<file path="config.mk">
export PLATFORM = sky130hd
export DESIGN_NAME = fp_result_writeback
export DESIGN_NICKNAME = d
export VERILOG_FILES = /design/src/rtl/fp_result_writeback_pkg.sv /design/src/rtl/fp_result_writeback_rec_fn_to_fn.sv /design/src/rtl/fp_result_writeback.sv
export SDC_FILE = /design/constraint.sdc
export NUM_CORES = 1
export LEC_CHECK = 0
export ABC_AREA = 1
export BUFFER_PORTS_ARGS = -buffer_cell sky130_fd_sc_hd__buf_2
export CAP_MARGIN = 20
export CORE_ASPECT_RATIO = 1.25
export CORE_MARGIN = 2
export CORE_UTILIZATION = 50
export CTS_BUF_LIST = sky130_fd_sc_hd__clkbuf_4
export CTS_CLUSTER_DIAMETER = 50
export DETAILED_ROUTE_END_ITERATION = 16
export GPL_ROUTABILITY_DRIVEN = 0
export PLACE_DENSITY_LB_ADDON = 0.08
export SYNTH_ARGS = -nofsm -noshare
export SYNTH_HDL_FRONTEND = slang
export SYNTH_SLANG_ARGS = --single-unit
</file>
<file path="constraint.sdc">
create_clock -name clock -period 4.6 [get_ports clock]
set_input_delay 0 -clock clock [delete_from_list [all_inputs] [get_ports clock]]
set_output_delay 0 -clock clock [all_outputs]
set_load 0.02 [all_outputs]
</file>
<file path="src/rtl/fp_result_writeback_pkg.sv">
// fp_result_writeback_pkg: shared FP widths, flag indices and writeback entry type.
package fp_result_writeback_pkg;
    localparam int EXP_W = 8;
    localparam int SIG_W = 24;
    localparam int REC_W = 33;
    localparam int MIN_NORM_EXP = 130;
    localparam int FLAG_NV = 4;
    localparam int FLAG_DZ = 3;
    localparam int FLAG_OF = 2;
    localparam int FLAG_UF = 1;
    localparam int FLAG_NX = 0;

    typedef struct packed {
        logic [REC_W-1:0] rec;
        logic [4:0] flags;
        logic [4:0] rd;
    } wbEntry_t;
endpackage

</file>
<file path="src/rtl/fp_result_writeback_rec_fn_to_fn.sv">
// rec_fn_to_fn: combinational recoded-F32 to IEEE binary32 conversion.
module rec_fn_to_fn
    import fp_result_writeback_pkg::*;
(
    input  logic [REC_W-1:0]       recIn,
    output logic [EXP_W+SIG_W-1:0] ieeeOut
);
    logic sign, isZero, isSpecial, isNaN, isInf, isSub;
    logic [EXP_W:0] exp;
    logic [SIG_W-2:0] fract, subFract, fractOut;
    logic [4:0] subShift;
    logic [EXP_W-1:0] expOut;
    always_comb begin
        sign = recIn[REC_W-1];
        exp = recIn[REC_W-2:SIG_W-1];
        fract = recIn[SIG_W-2:0];
        isZero = exp[8:6] == 3'b000;
        isSpecial = exp[8:7] == 2'b11;
        isNaN = isSpecial & exp[6];
        isInf = isSpecial & ~exp[6];
        isSub = exp < 9'(MIN_NORM_EXP);
        // only the low 5 bits of the exponent matter: the shift wraps modulo 32
        subShift = 5'd1 - exp[4:0];
        subFract = {~isZero, fract[SIG_W-2:1]} >> subShift;
        expOut = (isNaN | isInf) ? '1 : isSub ? '0 : exp[EXP_W-1:0] - 8'(MIN_NORM_EXP - 1);
        fractOut = isInf ? '0 : isSub ? subFract : fract;
        ieeeOut = {sign, expOut, fractOut};
    end
endmodule

</file>
<file path="src/rtl/fp_result_writeback.sv">
// fp_result_writeback: 2-entry result FIFO with recoded-to-IEEE conversion and sticky fflags.
module fp_result_writeback
    import fp_result_writeback_pkg::*;
(
    input  logic             clock,
    input  logic             reset,
    input  logic             io_in_valid,
    output logic             io_in_ready,
    input  logic [REC_W-1:0] io_in_out,
    input  logic [4:0]       io_in_exceptionFlags,
    input  logic [4:0]       io_in_rd,
    output logic             io_out_valid,
    input  logic             io_out_ready,
    output logic [31:0]      io_out_bits,
    output logic [4:0]       io_out_rd,
    output logic [4:0]       io_out_flags,
    output logic [4:0]       io_fflags,
    input  logic             io_fflagsClear
);
    wbEntry_t mem [2];
    wbEntry_t head;
    logic wrPtr, rdPtr, enq, deq;
    logic [1:0] count;
    always_comb begin
        io_in_ready = count != 2'd2;
        io_out_valid = count != 2'd0;
        enq = io_in_valid & io_in_ready;
        deq = io_out_valid & io_out_ready;
        head = mem[rdPtr];
        io_out_rd = head.rd;
        io_out_flags = head.flags;
    end
    always_ff @(posedge clock or negedge reset) begin
        if (!reset) begin
            wrPtr <= 1'b0;
            rdPtr <= 1'b0;
            count <= 2'd0;
            io_fflags <= 5'd0;
        end else begin
            wrPtr <= wrPtr ^ enq;
            rdPtr <= rdPtr ^ deq;
            count <= count + {1'b0, enq} - {1'b0, deq};
            io_fflags <= (io_fflagsClear ? 5'd0 : io_fflags) | (deq ? head.flags : 5'd0);
        end
    end
    // payload is qualified by count, so it needs no reset
    always_ff @(posedge clock) begin
        if (enq) mem[wrPtr] <= '{rec: io_in_out, flags: io_in_exceptionFlags, rd: io_in_rd};
    end
    rec_fn_to_fn uConv (
        .recIn(head.rec),
        .ieeeOut(io_out_bits)
    );
endmodule
</file>
==> results.yml, run 1 <==
global_route:
  overflow: 0
  grt_pass1_vias: 4591
  grt_first_pass_wirelength_um: 21700
  track_usage: 0.230
  grt_max_degree: 57
  grt_antenna_before_repair: 1
placement:
  dp.cells: 884
  dpl_worst_slack_ns: 0.985
  dpl_cell_area_um2: 5970
  port_buffers: 96
  dp_hpwl_um: 9280
yosys:
  ys.flop_type: "edfxtp_1"
  yosys.area_share.simple: 0.302
  yosysWarnings: 0
  synth-xor-area-share: 0.0111
  muxShareOfSynthArea: 0
  synth_fa_ha_area_frac: 0.0159
  synth.top_cell.area_share: 0.468
  ys_seq_elements: 95
  synth_common_cells: "nand2_1 (265), nand3_1 (90), edfxtp_1 (86)"
  ys_seq_area_frac: 0.508
  post-synth-top-count-cell: "nand2_1"
  postSynthCellCount: 685
  synth_edf_count: 86
  syn_area_um2: 5520
  synth.avg_cell_area_um2: 8.06
  synth_compound_area_frac: 0.0632
  ys_types: 35
  synth_top_area_cell: "edfxtp_1"
  synth_top_family_by_area: "simple AND/OR/NAND/NOR gates"
  synth.area.top_cells: "edfxtp_1 (47%), nand2_1 (18%), nand3_1 (8.2%), inv_1 (5.3%), dfrtp_1 (4.1%)"
  ys_async_sr_fraction: 0.0947
  syn-num-nets: 740
sta:
  slew_viol_final: 0
  finalHoldViolations: 0
  finalSetupTns_ns: 0
  fmax_ghz: 0.243
  fin_skew_ns: 0.0271
  setup_violations: 0
  rsz0062_at_grt: "false"
  period_share: 0.896
  relSlewSlack: 0.491
  postLayoutSetupSlackWorst_ns: 0.478
  fin_crit_ns: 4.12
  tightest_slew_ns: 0.761
detailed_routing:
  wirelength_met1_um: 5620
  wl_per_cell_um: 14.0
  firstDrtPassIters: 6
  dr_wl_met2_um: 6370
  routed_wl_um: 13300
  wl_met3_um: 946
  drc: 0
  dr.max_layer_used: "met4"
  drtIter0Drc: 334
  via_per_inst: 5.25
  num_vias: 4984
  ant_nets: 0
pwr:
  leakage_nw: 3.19
  p_per_area_nw_per_um2: 788
  peakVddDrop_mv: 0.405
worst_setup_path:
  path_cells: "buf_4, nand2_1, nand2_2, ha_1, xor2_1, inv_1, nor2_4, inv_2, nor2_4, nand3_1, a21oi_1, buf_2"
  critPathArrivalTime_ns: 4.12
  startpoint_type: "flop"
  end_kind: "primary output"
  critPathKind: "flop to primary output"
  worstPathMaxFanout: 56
  critPathSlowestCell: "xor2_1"
  crit_top_cell: "nor2_4"
  cp.required_ns: 4.60
  critPathMaxStageDelay_ns: 0.63
clocking:
  numCtsBuffers: 9
  cts_max_level: 3
  cts-root-buf: "clkbuf_4"
  cts.clk_slew.worst_paths_ns: 0.14
  post_cts_buffers: 0
  cts_buffer_depth: 2
  clock_sinks: 95
  clk-insertion-delay-late_ns: 0.45
  cts_tree: "yes"
floorplan:
  fp-row-count: 42
  die_h_um: 121
  ios: 97
  initial_core_util: 0.518
  core_area_um2: 10700
  die-area_um2: 11900
  die_w_um: 98.0
flow_run:
  cap_violations: 0
cells_and_area:
  finalNetCount: 867
  fin_cells: 950
  layout-drive-gt1-share: 0.171
  stdcell_area_um2: 6600
  area_growth_pct: 19.5
  fillers: 974
hold_path:
  hold_path_class: "primary input to flop"
run_status:
  status: "finished, final reports clean"
[path summary, 6_finish.rpt]
check                      cells past startpoint  slack, ns               to         start
min                                            3       0.15         count[0]   io_in_valid
min in group asynchronous                      3       0.54         count[1]         reset
max in group asynchronous                      3       3.75     io_fflags[1]         reset
min reg2reg                                    2       0.54     io_fflags[2]  io_fflags[2]
max reg2reg                                    3       2.56       mem[1][27]      count[1]
max                                           12       0.48  io_out_bits[17]         rdPtr
[registers in the layout, indices dropped and copies added, names as in the netlist]
| signal | flops |
|---|---|
| mem | 86 |
| rdPtr | 1 |
| wrPtr | 1 |
| count | 2 |
| io_fflags | 5 |
[where the power goes]
group	switching [mW]	internal, mW	total, mW	leakage, nW
clock network	0.276	0.121	0.397	0.0688
logic	2.50	1.05	3.55	2.21
registers	0.0623	1.18	1.25	0.909
[layer usage]
metal / up-vias / track usage
met5: - / 0
met4: 0 / 0.0964
met3: 33 / 0.0357
met2: 223 / 0.384
met1: 2254 / 0.298
li1: 2474 / -
[cell type report]
class,count,area (um2),share of cell area
antenna,1,2.50,0.000379
clock buffer,10,75.1,0.0114
clock inverter,6,43.8,0.00664
inverter,84,318,0.0482
multi-input combinational,474,2170,0.329
sequential,95,2810,0.426
tap,132,165,0.0250
timing repair buffer,148,1010,0.154
[critical path: cells and delay by family, from the launching register on]
family / cells / cell delay [ns]
and+or+nand+nor: 5 / 1.17
DFF: 1 / 0.39
xor gates and xnor gates: 1 / 0.63
AOI/OAI and AO/OA: 1 / 0.13
buffers and inverters: 4 / 1.04
adders and majority gates: 1 / 0.31
[cell families (layout without fill, tap and decap cells)]
group,after synthesis,after routing
other cells,0,1
buf+inv,116,248
flops,95,95
compound gates,65,65
simple gates,395,395
fa+ha+maj,7,7
xor+xnor,7,7
[per-stage QoR]
stage | total power, mW | hold WS (ns) | utilization
3_5_place_dp | 4.75 | -0.133 | 0.559
2_1_floorplan | 3.93 | -0.296 | -
3_3_place_gp | 4.70 | -0.142 | 0.559
4_1_cts | 5.18 | 0.117 | 0.614
6_report | 5.20 | 0.153 | 0.618
5_1_grt | 5.65 | 0.141 | 0.618
[timing repair]
action / in CTS / in global routing
hold buffers: 47 / 0
hold endpoints to repair: 101 / 0
gates resized for setup: 0 / 0
[cell usage in the layout, fill, tap and decap left out, types with 2 or more instances in the layout]
cell,netlist,routed
nand2_2,7,7
clkinv_1,1,2
ha_1,7,5
xor2_1,4,4
nand2_4,2,2
o21ai_0,23,23
xnor2_1,3,3
nand4_1,3,3
inv_6,0,2
nand2_1,265,265
nand3_1,90,90
ha_2,0,2
buf_4,8,3
o21ai_2,2,2
clkinv_4,0,2
buf_12,0,2
inv_1,78,78
nor2_4,2,2
o21ai_1,10,10
inv_2,4,4
nor2_2,3,3
o211ai_1,3,3
buf_2,9,96
a21oi_1,23,23
clkbuf_4,0,10
dlygate4sd3_1,0,47
dfrtp_1,9,9
edfxtp_1,86,86
nor2_1,18,18
Power figures use the tool's default switching activity.
==> inputs of run 2 (changes only) <==
BUFFER_PORTS_ARGS = -buffer_cell sky130_fd_sc_hd__clkbuf_2   (was -buffer_cell sky130_fd_sc_hd__buf_2)
GPL_TIMING_DRIVEN = 0   (was default)
PLACE_DENSITY = 0.75   (was default)
PLACE_DENSITY_LB_ADDON = default   (was 0.08)
==> results.yml, run 2 (synthesis gave the netlist of run 1 again) <==
floorplan:
  die-area_um2: 11900
  initial_core_util: 0.518
  fp-row-count: 42
  ios: 97
  die_w_um: 98.0
  core_area_um2: 10700
  die_h_um: 121
global_route:
  grt_max_degree: 32
  track_usage: 0.252
  grt_first_pass_wirelength_um: 23900
  grt_pass1_vias: 5240
  overflow: 0
  grt_antenna_before_repair: 1
cells_and_area:
  area_growth_pct: 24.0
  top_register: "mem"
  layout_commonest_cell: "nand2_1"
  fin_cells: 979
  largest_reg_flops: 86
  layout-drive-gt1-share: 0.193
  layout_common_cells: "nand2_1 (265), clkbuf_2 (96), nand3_1 (90), edfxtp_1 (86), inv_1 (78)"
  top_regs: "mem: 86 flops, io_fflags: 5 flops, count: 2 flops"
  finalNetCount: 896
sta:
  finalSetupTns_ns: 0
  setup_violations: 0
  relSlewSlack: 0.547
  finalHoldViolations: 0
  fmax_ghz: 0.288
  fin_skew_ns: 0.0180
  tightest_slew_ns: 0.673
  slew_viol_final: 0
  period_share: 0.754
  fin_crit_ns: 3.47
  rsz0062_at_grt: "false"
worst_setup_path:
  end_kind: "primary output"
  critPathKind: "flop to primary output"
  critPathSlowestCell: "dfrtp_1"
  critPathTopFamily: "buffers and inverters"
  ff2ff_setup_slack_ns: 2.64
  worstPathMaxFanout: 12
  critPathArrivalTime_ns: 3.47
  critPathMaxStageDelay_ns: 0.45
  cp.required_ns: 4.60
  path_cells: "inv_2, nand2_1, nand2_2, buf_2, ha_1, inv_1, clkbuf_1, nand3_1, nand3_1, nand3_1, a21oi_1, clkbuf_2"
  critical_path_buf_inv_count: 5
  startpoint_type: "flop"
  crit_top_cell: "nand3_1"
clocking:
  numCtsBuffers: 9
  clk-insertion-delay-late_ns: 0.42
  cts.clk_slew.worst_paths_ns: 0.13
  cts_tree: "yes"
  ctsHoldBuffers: 47
  cts_buffer_depth: 2
  cts_max_level: 3
  post_cts_buffers: 0
  cts-root-buf: "clkbuf_4"
  cts_resized: 0
  clock_sinks: 95
detailed_routing:
  firstDrtPassIters: 7
  wl_per_cell_um: 14.9
  via_per_inst: 5.34
  num_vias: 5225
  routed_wl_um: 14500
  drtIter0Drc: 516
  drc: 0
  ant_nets: 0
run_status:
  status: "finished, final reports clean"
placement:
  port_buffers: 96
  dp_hpwl_um: 10500
  dp.cells: 915
flow_run:
  cap_violations: 0
hold_path:
  hold_path_class: "primary input to flop"
==> run 2: cell count changes in the layout (fill, tap and decap cells not counted), sizes merged <==
cell,previous run,this run
buf,101,28
inv,85,83
clkinvlp,0,1
clkbuf,10,114
bufinv,0,2
clkinv,5,2
==> run 2: routing by layer <==
metal,part of all wire,wire (um),track usage
met1,0.38,5460,0.302
met2,0.49,7080,0.432
met3,0.093,1350,0.0530
met4,0.045,657,0.126
met5,0,0,0
==> run 2: area by class of cell <==
type                            instances  area [um2]
Clock buffer                           12        90.1
Inverter                               84         318
Multi-Input combinational cell        474        2170
Clock inverter                          4        71.3
Buffer                                 32         229
Sequential cell                        95        2810
Fill cell                             922        3820
Tap cell                              132         165
Antenna cell                            1        2.50
Timing Repair Buffer                  145         991
==> run 2: worst paths after layout <==
path	startpoint	to	cells after the start
setup / recovery	rdPtr	io_out_bits[0]	12
hold / removal	io_in_valid	count[0]	3
setup reg to reg	count[1]	mem[0][25]	3
hold reg to reg	io_fflags[2]	io_fflags[2]	2
max in group asynchronous	reset	io_fflags[1]	3
min in group asynchronous	reset	count[1]	3
==> run 2: worst register-to-register path, stage by stage, from the launching register on <==
cell	delay, ns
dfrtp_1	0.44
a21boi_0	0.40
ha_2	0.53
buf_12	0.26
==> run 2: metrics by stage <==
stage / hold slack, ns / util / setup slack [ns] / area, um2
global route: 0.121 / 0.642 / 0.946 / 6850
floorplan: -0.296 / - / 2.34 / 5520
global placement: -0.133 / 0.578 / 1.77 / 6170
finish: 0.125 / 0.642 / 1.13 / 6850
detailed placement: -0.126 / 0.582 / 1.74 / 6210
CTS: 0.0970 / 0.642 / 1.24 / 6840
Power of run 2 is left out: the tool's default activity adds up to more than one toggle a clock period on the data nets, which glitch-free logic cannot reach.
==> inputs of run 3 (changes only) <==
ABC_AREA = 0   (was 1)
clock period = 3.2 ns   (was 4.6 ns; I/O delays follow)
==> results.yml, run 3 <==
hold_path:
  min_to: "mem[1][16]"
  min_from: "io_in_out[6]"
  hold_path_class: "primary input to flop"
  worstHoldPathCells: 2
sta:
  fin_skew_ns: 0.0211
  fmax_ghz: 0.323
  fin_crit_ns: 3.10
  finalSetupTns_ns: 0
  finalHoldViolations: 0
  relSlewSlack: 0.571
  period_share: 0.967
  fin_hold_ws_ns: 0.284
  slew_viol_final: 0
  setup_violations: 0
  tightest_slew_ns: 0.641
cells_and_area:
  postLayoutCoreUtil: 0.675
  layout_common_cells: "clkbuf_2 (93), edfxtp_1 (86), dlygate4sd3_1 (48), mux2i_1 (36), nor2_1 (28)"
  layout_commonest_cell: "clkbuf_2"
  layout-drive-gt1-share: 0.362
  top_register: "mem"
  fillers: 713
  largest_reg_flops: 86
  finalNetCount: 617
  diodes: 0
  top_regs: "mem: 86 flops, io_fflags: 5 flops, count: 2 flops"
  stdcell_area_um2: 6750
  area_growth_pct: 32.8
pwr:
  power.total_mw: 7.68
  leakage_nw: 2.67
  p_switching_mw: 3.73
  swShare: 0.485
  p_seq_frac: 0.239
  peakVddDrop_mv: 0.560
  p_int_mw: 3.95
  clockPowerShare: 0.085
  pwr-share-comb: 0.676
  p_per_area_nw_per_um2: 1140
flow_run:
  cap_violations: 0
yosys:
  post-synth-top-count-cell: "edfxtp_1"
  synth_common_cells: "edfxtp_1 (86), mux2i_1 (51), nor2_1 (31)"
  postSynthCellCount: 397
  synth.top_cell.area_share: 0.508
  ys_types: 58
  synth.avg_cell_area_um2: 12.8
  yosysWarnings: 0
  ys_seq_elements: 95
  syn-num-nets: 452
  ys_async_sr_fraction: 0.0947
  synth_edf_count: 86
  ys_seq_area_frac: 0.552
  synth_top_area_cell: "edfxtp_1"
  synth.area.top_cells: "edfxtp_1 (51%), mux2i_1 (10%), dfrtp_1 (4.4%), mux2_2 (2.7%), a22oi_1 (2.4%)"
  syn_area_um2: 5080
  ys.flop_type: "edfxtp_1"
floorplan:
  initial_core_util: 0.508
  ios: 97
  die_w_um: 94.2
  die-area_um2: 11000
  fp-row-count: 41
  die_h_um: 117
  core_area_um2: 10000
detailed_routing:
  firstDrtPassIters: 7
  routed_wl_um: 13800
  wl_per_cell_um: 19.8
  via_per_inst: 6.15
  drtIter0Drc: 412
  num_vias: 4280
  ant_nets: 0
  drc: 0
worst_setup_path:
  end_kind: "primary output"
  worstPathMaxFanout: 10
  cp.required_ns: 3.20
  ff2ff_setup_slack_ns: 1.18
  critPathArrivalTime_ns: 3.10
  critPathKind: "flop to primary output"
  rr_startpoint: "rdPtr"
  reg2reg_depth: 6
  startpoint_type: "flop"
  rr_endpoint: "io_fflags[3]"
placement:
  dp_hpwl_um: 9400
  port_buffers: 96
  dpl_cell_area_um2: 5770
global_route:
  grt_first_pass_wirelength_um: 21100
  track_usage: 0.253
  overflow: 0
  grt_max_degree: 39
  grt_pass1_vias: 4181
  grt_antenna_before_repair: 0
clocking:
  cts.clk_slew.worst_paths_ns: 0.15
  clk-insertion-delay-late_ns: 0.44
  cts-root-buf: "clkbuf_4"
  cts_buffer_depth: 2
  clock_sinks: 95
  cts_tree: "yes"
  numCtsBuffers: 9
  cts_max_level: 3
run_status:
  status: "finished, final reports clean"
run 3: changes by cell type in the layout (fill, tap and decap cells not counted), moves of 9 or more:
cell	delta
nand2_1	-243
nand3_1	-85
inv_1	-71
mux2i_1	+36
a22oi_1	+16
o21ai_0	-14
mux2_2	+12
a21oi_1	-11
mux2i_2	+11
a31oi_1	+10
nor2_1	+10
o21ai_1	-9
run 3: power groups by stage:
stage,Combinational [mW],Clock (mW),Sequential (mW)
2_1_floorplan,3.15,0,1.86
3_3_place_gp,4.34,0,1.84
3_5_place_dp,4.44,0,1.84
4_1_cts,4.70,0.667,1.81
5_1_grt,5.44,0.714,1.86
6_report,5.19,0.654,1.84
run 3: what timing repair did:
action                                  4_1_cts  5_1_grt
endpoints found under the hold margin       102        0
endpoints found under the setup margin       27       30
setup buffers                                 1        7
pin swaps                                     3        6
hold buffers                                 48        0
gates resized for setup                      26       46
run 3: area by class of cell:
cell class | instances | area [um2] | share of cell area
timing repair buffer | 155 | 1080 | 0.160
multi-input combinational | 271 | 2330 | 0.345
clock inverter | 6 | 70.1 | 0.0104
sequential | 95 | 2810 | 0.416
tap | 129 | 161 | 0.0239
buffer | 20 | 180 | 0.0267
inverter | 10 | 50.0 | 0.00741
clock buffer | 10 | 75.1 | 0.0111
run 3: cell families after synthesis:
group	synth area share
compound gates	0.141
xor+xnor	0.0236
fa+ha+maj	0.0172
buf+inv	0.0340
flops	0.552
mux	0.159
simple gates	0.0724
run 3: stage by stage:
stage / setup slack, ns / instances
3_5_place_dp: 0.0225 / 624
3_3_place_gp: 0.0312 / 622
6_report: 0.104 / 696
5_1_grt: -0.00666 / 696
4_1_cts: 0.00914 / 688
2_1_floorplan: 0.418 / 397
run 3: critical path: stages, from the launching register on:
cell	delay, ns
dfrtp_1	0.43
buf_12	0.16
mux2_4	0.36
clkinv_8	0.10
buf_12	0.12
ha_4	0.22
clkbuf_4	0.20
nor2_1	0.33
o21ai_0	0.19
o32ai_2	0.33
clkbuf_2	0.23
run 3: worst max path at each step:
stage / start / endpoint / depth (start not counted)
2_1_floorplan: rdPtr / io_out_bits[8] / 12
3_3_place_gp: rdPtr / io_out_bits[9] / 11
3_5_place_dp: rdPtr / io_out_bits[9] / 11
4_1_cts: rdPtr / io_out_bits[8] / 12
5_1_grt: rdPtr / io_out_bits[11] / 10
6_report: rdPtr / io_out_bits[5] / 10
run 3: routing by layer:
| layer | up-vias | global-route usage | share of wire |
|---|---|---|---|
| met5 | - | 0 | 0 |
| met4 | 0 | 0.131 | 0.053 |
| met3 | 76 | 0.0574 | 0.081 |
| met2 | 289 | 0.446 | 0.51 |
| met1 | 2009 | 0.288 | 0.36 |
| li1 | 1906 | - | - |
